===== src/rtl/br_arb_wrr_pkg.sv =====
// br_arb_wrr_pkg: shared helpers for the weighted round-robin arbiter.
package br_arb_wrr_pkg;

    function automatic int unsigned clamped_clog2(input int unsigned n);
        return (n <= 1) ? 1 : $clog2(n);
    endfunction

    // A configured weight of zero behaves as a weight of one.
    function automatic int unsigned effective_weight(input int unsigned w);
        return (w == 0) ? 1 : w;
    endfunction

    // Circular increment. The wrap is explicit so it is correct for any flow count.
    function automatic int unsigned next_ptr(input int unsigned p, input int unsigned n);
        return (p == n - 1) ? 0 : p + 1;
    endfunction

endpackage


===== src/rtl/br_arb_wrr_rotate_prio.sv =====
// br_arb_wrr_rotate_prio: combinational circular priority find-first that starts at ptr.
module br_arb_wrr_rotate_prio
    import br_arb_wrr_pkg::*;
#(
    parameter int unsigned NumFlows = 2,
    parameter int unsigned PtrWidth = 1
) (
    input  logic [PtrWidth-1:0] ptr,
    input  logic [NumFlows-1:0] request,
    output logic [NumFlows-1:0] can_grant,
    output logic [NumFlows-1:0] grant
);

    logic [NumFlows-1:0] req_rot, cg_rot;

    // Rotate so ptr sits at bit 0, find first, then rotate back.
    always_comb begin
        req_rot = NumFlows'({request, request} >> ptr);
        cg_rot = '0;
        cg_rot[0] = 1'b1;
        for (int k = 1; k < NumFlows; k++) cg_rot[k] = cg_rot[k-1] & ~req_rot[k-1];
        can_grant = NumFlows'(({cg_rot, cg_rot} << ptr) >> NumFlows);
        grant = can_grant & request;
    end

endmodule


===== src/rtl/br_arb_weighted_rr.sv =====
// br_arb_weighted_rr: weighted round-robin arbiter, up to cfg_weight[i] back-to-back grants per flow.
// Define BR_ARB_WRR_GRANT_COUNT_EN to add saturating per-flow grant counters (stat_grant_count).
module br_arb_weighted_rr
    import br_arb_wrr_pkg::*;
#(
    parameter int unsigned NumFlows = 2,
    parameter int unsigned WeightWidth = 4,
    parameter int unsigned StatWidth = 16
) (
    input  logic                            clk,
    input  logic                            rst_n,
    input  logic [NumFlows-1:0]             request,
    input  logic                            enable_priority_update,
    input  logic [NumFlows*WeightWidth-1:0] cfg_weight,
    output logic [NumFlows-1:0]             can_grant,
    output logic [NumFlows-1:0]             grant
`ifdef BR_ARB_WRR_GRANT_COUNT_EN
    ,
    output logic [NumFlows*StatWidth-1:0]   stat_grant_count
`endif
);

    localparam int unsigned PtrWidth = clamped_clog2(NumFlows);

    if (NumFlows < 2 || WeightWidth < 1 || StatWidth < 1) begin : g_bad_params
        $error("br_arb_weighted_rr: illegal parameters");
    end

    logic [PtrWidth-1:0]    ptr, g;
    logic [WeightWidth-1:0] used, wg;
    logic [WeightWidth:0]   n;
    logic                   upd, done;

    br_arb_wrr_rotate_prio #(.NumFlows(NumFlows), .PtrWidth(PtrWidth)) u_prio (
        .ptr      (ptr),
        .request  (request),
        .can_grant(can_grant),
        .grant    (grant)
    );

    always_comb begin
        g = '0;
        wg = '0;
        for (int i = 0; i < NumFlows; i++) begin
            if (grant[i]) begin
                g = PtrWidth'(i);
                wg = cfg_weight[i*WeightWidth +: WeightWidth];
            end
        end
        upd = enable_priority_update && |grant;
        // A winner other than ptr starts a fresh burst; the abandoned one is dropped.
        n = (g == ptr) ? (WeightWidth + 1)'(used) + (WeightWidth + 1)'(1) : (WeightWidth + 1)'(1);
        done = 32'(n) >= effective_weight(32'(wg));
    end

    always_ff @(posedge clk or negedge rst_n) begin
        if (!rst_n) begin
            ptr <= '0;
            used <= '0;
        end else if (upd) begin
            ptr <= done ? PtrWidth'(next_ptr(32'(g), NumFlows)) : g;
            used <= done ? '0 : n[WeightWidth-1:0];
        end
    end

`ifdef BR_ARB_WRR_GRANT_COUNT_EN
    for (genvar i = 0; i < NumFlows; i++) begin : g_stat
        logic [StatWidth-1:0] cnt;
        always_ff @(posedge clk or negedge rst_n) begin
            if (!rst_n) cnt <= '0;
            else if (upd && grant[i] && !(&cnt)) cnt <= cnt + StatWidth'(1);
        end
        assign stat_grant_count[i*StatWidth +: StatWidth] = cnt;
    end
`endif

    a_grant_onehot0: assert property (@(posedge clk) disable iff (!rst_n)
        $onehot0(grant) && ((grant & ~request) == '0));
    a_req_grant: assert property (@(posedge clk) disable iff (!rst_n) |request |-> |grant);
    a_ptr_range: assert property (@(posedge clk) disable iff (!rst_n) 32'(ptr) < NumFlows);

endmodule


===== config.mk =====
export PLATFORM = sky130hd
export DESIGN_NAME = br_arb_weighted_rr
export DESIGN_NICKNAME = d
export VERILOG_FILES = /design/src/rtl/br_arb_wrr_pkg.sv /design/src/rtl/br_arb_wrr_rotate_prio.sv /design/src/rtl/br_arb_weighted_rr.sv
export SDC_FILE = /design/constraint.sdc
export NUM_CORES = 1
export LEC_CHECK = 0
export CAP_MARGIN = 25
export CORE_MARGIN = 2
export CORE_UTILIZATION = 39
export CTS_CLUSTER_DIAMETER = 50
export DETAILED_ROUTE_END_ITERATION = 7
export GPL_TIMING_DRIVEN = 0
export PLACE_DENSITY = 0.82
export SETUP_SLACK_MARGIN = 0.5
export SLEW_MARGIN = 5
export SYNTH_ARGS = -nofsm -noshare
export SYNTH_HDL_FRONTEND = slang
export SYNTH_HIERARCHICAL = 1
export SYNTH_SLANG_ARGS = --single-unit

===== constraint.sdc =====
create_clock -name clk -period 2.55 [get_ports clk]
set_input_delay 0.51 -clock clk [delete_from_list [all_inputs] [get_ports clk]]
set_output_delay 0.51 -clock clk [all_outputs]
set_load 0.01 [all_outputs]

# Yosys cells after proc, flatten, opt, wreduce, memory -nomap -nowiden
# Cells that the tools add are included.
[totals]
register_bits = 5
output_inout_bits = 4
input_bits = 13
wordCells = 21
[classes]
magnitude_cmp = 1
n_eq_ne = 1
bitwise = 2
n_reduce_logical = 3
n_mux = 8
addsub = 2
shifts = 2
[ops]
columns = ["cell", "count"]
rows = [
  ["2-to-1 mux 4 bit", 4],
  ["adder 4 x 1 -> 5 bit, second input constant", 1],
  [">= comparator 5 x 4 -> 1 bit", 1],
  ["2-to-1 mux 5 bit", 1],
  ["zero test 4 bit", 1],
  ["left shift 4 x 1 -> 4 bit", 1],
  ["right shift 4 x 1 -> 1 bit", 1],
  ["2-to-1 mux 1 bit", 3],
  ["AND 2 bit", 1],
  ["OR reduction 2 bit", 1],
  ["adder 1 bit, second input constant", 1],
  ["equality test 1 bit", 1],
  ["logical AND 1 bit", 1],
  ["NOT 1 bit", 1],
]

# Logic depth before layout (Yosys ltp)
[depth]
word_depth = 10
depth_mapped = 12
depth_no_buf = 11

# Modules after synthesis
# Netlist, hierarchy kept.
[by_module_without_submodules]
columns = ["mod", "area_per_inst_um2", "cells_each", "seq_area_each_um2", "instances"]
rows = [
  ["br_arb_weighted_rr", 496.7, 54, 125.1, 1],
  ["br_arb_wrr_rotate_prio", 32.5, 4, 0.0, 1],
]

# Least setup slack after synthesis
# Ideal clock, no wire load.
[synth_timing]
kind = "register -> register"
startpoint = "register ptr"
endpoint = "register ptr"
arrival_ns = 2.376
setup_time_ns = 0.132
synth_period_minus_slack_ns = 2.508
stages_incl_launch_ff = 13
required_time_ns = 2.418
path_buffers = 1
setup_slack_ns = 0.042
path_cell_list = "dfrtp_1 -> nand2b_4 -> and2_4 -> buf_4 -> nor2b_1 -> a22oi_1 -> nand3_1 -> nand2_1 -> ha_1 -> nand2b_4 -> a2111oi_4 -> o22a_1 -> a211oi_2"
[synth_between]
elab_cells_between_ends = 17
cone_classes = "add/sub (1); order compare (1); eq/ne (1); shift (2); mux (7); bitwise (2); reduce/logical (3)"
[synth_rtl]
columns = ["item", "line", "source"]
rows = [
  ["start: declaration", "br_arb_weighted_rr.sv:29", "logic [PtrWidth-1:0] ptr, g;"],
  ["start signal: assignment", "br_arb_weighted_rr.sv:61", "ptr <= done ? PtrWidth'(next_ptr(32'(g), NumFlows)) : g;"],
  ["right shift 4 x 1 -> 1 bit", "br_arb_wrr_rotate_prio.sv:18", "req_rot = NumFlows'({request, request} >> ptr);"],
  ["NOT 1 bit", "br_arb_wrr_rotate_prio.sv:21", "for (int k = 1; k < NumFlows; k++) cg_rot[k] = cg_rot[k-1] & ~req_rot[k-1];"],
  ["left shift 4 x 1 -> 4 bit (*)", "br_arb_wrr_rotate_prio.sv:22", "can_grant = NumFlows'(({cg_rot, cg_rot} << ptr) >> NumFlows);"],
  ["via can_grant[1]", "br_arb_weighted_rr.sv:15", "output logic [NumFlows-1:0] can_grant,"],
  ["AND 2 bit (*)", "br_arb_wrr_rotate_prio.sv:23", "grant = can_grant & request;"],
  ["via grant[1]", "br_arb_weighted_rr.sv:16", "output logic [NumFlows-1:0] grant"],
  ["2-to-1 mux 4 bit / 2-to-1 mux 1 bit (equally long branches)", "br_arb_weighted_rr.sv:45", "if (grant[i]) begin"],
  ["zero test 4 bit / equality test 1 bit (equally long branches)", "br_arb_wrr_pkg.sv:10, br_arb_weighted_rr.sv:52", ""],
  ["2-to-1 mux 4 bit / 2-to-1 mux 5 bit (equally long branches)", "br_arb_wrr_pkg.sv:10, br_arb_weighted_rr.sv:52", ""],
  [">= comparator 5 x 4 -> 1 bit", "br_arb_weighted_rr.sv:53", "done = 32'(n) >= effective_weight(32'(wg));"],
  ["2-to-1 mux 1 bit", "br_arb_weighted_rr.sv:61", ""],
]
# Mark *: on every way through the listed nets, which the timed path passes. The rest lies on a longest branch.
# A chain may end at the register's enable or synchronous reset.

# Final worst setup path
[layout_timing]
startpoint = "register ptr"
endpoint = "register ptr"
[layout_between]
elab_chain_cells = 10
elab_cells_between_ends = 17
cone_classes = "add/sub (1); order compare (1); eq/ne (1); shift (2); mux (7); bitwise (2); reduce/logical (3)"
[layout_rtl]
columns = ["item", "line", "source"]
rows = [
  ["right shift 4 x 1 -> 1 bit", "br_arb_wrr_rotate_prio.sv:18", ""],
  ["NOT 1 bit", "br_arb_wrr_rotate_prio.sv:21", ""],
  ["left shift 4 x 1 -> 4 bit", "br_arb_wrr_rotate_prio.sv:22", ""],
  ["AND 2 bit", "br_arb_wrr_rotate_prio.sv:23", ""],
  ["2-to-1 mux 4 bit (2 in a row)", "br_arb_weighted_rr.sv:45", ""],
  ["zero test 4 bit", "br_arb_wrr_pkg.sv:10", "return (w == 0) ? 1 : w;"],
  ["2-to-1 mux 4 bit", "br_arb_wrr_pkg.sv:10", ""],
  [">= comparator 5 x 4 -> 1 bit", "br_arb_weighted_rr.sv:53", ""],
  ["2-to-1 mux 1 bit", "br_arb_weighted_rr.sv:61", ""],
]
# Parallel ways exist; a longest one is shown, timed or not.

==> results.cfg <==
[cts]
worstSkewPairLatency_ps = 250
cts.sinks = 5
cts_tree = built
clkSlewWorstSetupHoldPaths_ps = 50
clk_tree_root_cell = clkbuf_4
cts_inserted_buffers = 3
clk_path_buf_depth = 2
number_of_h_tree_levels = 1

[pwr]
power.total_uw = 732.5
irDropWorstVdd_mv = 0.5234
share_comb_of_total_power_pct = 69.6
clockPowerShare_pct = 13.4
power.density_cell_area_nw_per_um2 = 855.9
power.sequential.fraction_pct = 17.0
switching_component_of_the_power_uw = 292.9
power.share.switching_pct = 39.99
power.internal_uw = 439.6
total_leakage_power_nw = 0.4170

[worst_setup_path]
cp.arrival_ps = 2590
end_kind = flop
setup.worst_path.start_class = flop
cp_max_fo = 8
cp_data_required_time_ps = 2680
worst-setup-path-type = reg2reg

[synth]
yosysSeqAreaShare_pct = 23.64
synth_async_sr_flop_share_pct = 100.0
synth.avg_cell_area_um2 = 9.125
synthesis.area_um2 = 529.3
syn_inst = 58
ys_top_cells_by_count = nand2_1, o21ai_2, dfrtp_1, ha_1, inv_1
synth.top_cell.area_share_pct = 23.64
yosys.area.top_type = dfrtp_1
yosysMostFrequentCell = nand2_1
synth-seq-cells = 5
synth.yosys.warnings = 6
number_of_nets_in_the_synthesized_netlist = 76
synth_cell_types = 25
synth-main-ff-cell = dfrtp_1
yosys-top-cells-area = dfrtp_1, ha_1, o21ai_2, nand2_1, a2111oi_4
number_of_enable_type_register_cells_in_the_synthesized_netlist = 0

[drt]
detail-route-antenna-nets = 0
drc = 0
post_drt_via_cell_ratio = 5.272
detail_route.first_pass.iterations = 2
routed-via-count = 543
totalWireLength_mm = 1.404
detail_route.wl_per_cell_um = 13.63
drtIter0Drc = 4

[die]
start_util_pct = 41.19
die_w_um = 40.84
die_y_um = 40.84
boundaryPins = 17
core_area_um2 = 1285
fp.dieArea_um2 = 1668
placement_rows = 13

[sta]
grt_setup_unrepaired = true
slew_at_the_pin_closest_to_its_max_slew_limit_ps = 369.9
maxClockFrequency_mhz = 406.2
setup_viol = 0
final.min_clock_period_ps = 2462
finalCritPeriodShare_pct = 96.54
clock-skew-final_ps = 10.41
slew_violations = 0
maxSlewHeadroom_pct = 75.34
final_number_of_hold_violating_endpoints = 0

[finish]
finish.cell_count_without_fillers = 103
antenna_cells_inserted = 0
layout_overhead_on_the_synthesized_area_pct = 61.70
filler_cell_count = 106
share_of_post_route_cells_with_drive_strength_above_1_pct = 37.50
fin_nets = 107

[min_path]
hold_class = in2async

[global_routing]
grt_first_pass_wirelength_mm = 2.277
globalRoute.totalOverflow = 0
grt_pass1_vias = 562
groute.usage.overall_pct = 21.65
grt_max_degree = 9
antenna_found_initial = 0

[run]
drv.max_cap_violation_count = 0

[placed_design]
finalWeightedCongestion = 0.7718
placedCellCount = 89
io_buffers = 16
hpwl_um = 967.7

[outcome]
outcome = finished clean
==> timing repair <==
action	in CTS	in global routing
buffers inserted	10	0
resized for setup	14	1
pin swaps	7	8
setup endpoints to repair	9	6
hold buffers	0	0
==> per-layer routing <==
| layer | vias up | GRT usage (%) | wire length [um] |
|---|---|---|---|
| met5 | - | 0 | 0 |
| met2 | 18 | 34.38 | 724 |
| li1 | 266 | - | - |
| met1 | 249 | 21.45 | 533 |
| met4 | 0 | 18.33 | 72 |
| met3 | 10 | 9.239 | 72 |
==> metrics by stage <==
stage / hold slack [ps] / utilization, % / cell area [um2] / setup TNS (ps) / setup slack, ps
after floorplan: 214.4 / - / 541.8 / 0 / 192.7
after global placement: 498.3 / 56.09 / 720.7 / -1978 / -401.5
after detailed placement: 510.4 / 56.09 / 720.7 / -2133 / -437.8
after CTS: 499.2 / 66.41 / 853.3 / 0 / 54.23
after global routing: 498.5 / 66.60 / 855.8 / -120.4 / -37.35
final: 481.9 / 66.60 / 855.8 / 0 / 88.11
==> kinds of logic after synthesis <==
logic type	Yosys count	synth area share, %
flops	5	23.64
simple gates	24	25.77
buf+inv	5	4.255
xor+xnor	3	6.384
compound gates	16	28.13
fa+ha+maj	5	11.82
==> sequential cells by signal, indices dropped and copies added (netlist names) <==
register	count
ptr	1
used	4
==> cell type report <==
cell class,count,area (um2),area share [%]
multi-input cells,48,416.7,48.68
well taps,15,18.77,2.193
clock buffers,4,26.28,3.070
flip-flops and latches,5,126.4,14.77
plain buffers,1,15.01,1.754
repair buffers,26,237.7,27.78
inverters,4,15.01,1.754
==> worst max-delay path: stages, from the launching register on <==
cell and delay [ps]:
dfrtp_2 390, nand2b_4 140, and2_4 140, buf_8 140
buf_6 110, a22oi_2 220, nand3_1 100, nand2_1 80
ha_1 220, nand2b_4 150, a2111oi_4 380, o22a_1 220
a211oi_2 50
==> power by group through the flow <==
stage / logic, mW / registers, mW / clock network [mW]
2_1_floorplan: 0.323 / 0.128 / 0
3_3_place_gp: 0.404 / 0.132 / 0
3_5_place_dp: 0.417 / 0.134 / 0
4_1_cts: 0.506 / 0.124 / 0.0946
5_1_grt: 0.555 / 0.128 / 0.105
6_report: 0.510 / 0.124 / 0.0982
==> worst paths after layout <==
kind | start | to | slack (ps) | cells past startpoint
max | ptr$_DFFE_PN0P_ | ptr$_DFFE_PN0P_ | 90 | 12
min | rst_n | used[2]$_DFFE_PN0P_ | 480 | 1
max reg2reg | ptr$_DFFE_PN0P_ | ptr$_DFFE_PN0P_ | 90 | 12
min reg2reg | used[1]$_DFFE_PN0P_ | used[1]$_DFFE_PN0P_ | 510 | 2
max in group asynchronous | rst_n | ptr$_DFFE_PN0P_ | 1850 | 1
min in group clk | used[1]$_DFFE_PN0P_ | used[1]$_DFFE_PN0P_ | 510 | 2
==> cells in the final DEF, fill, tap and decap left out, types with 2 or more instances in the layout <==
master,n
dfrtp_1,4
ha_1,5
inv_1,4
buf_4,8
nor3_1,2
and2_4,2
a22oi_2,2
dlygate4sd2_1,2
buf_6,2
nand2_1,10
clkdlybuf4s50_1,12
clkbuf_4,3
nand3_1,3
nand2b_4,2
o21ai_2,6
Note: power is estimated with default switching activity, not from simulation.
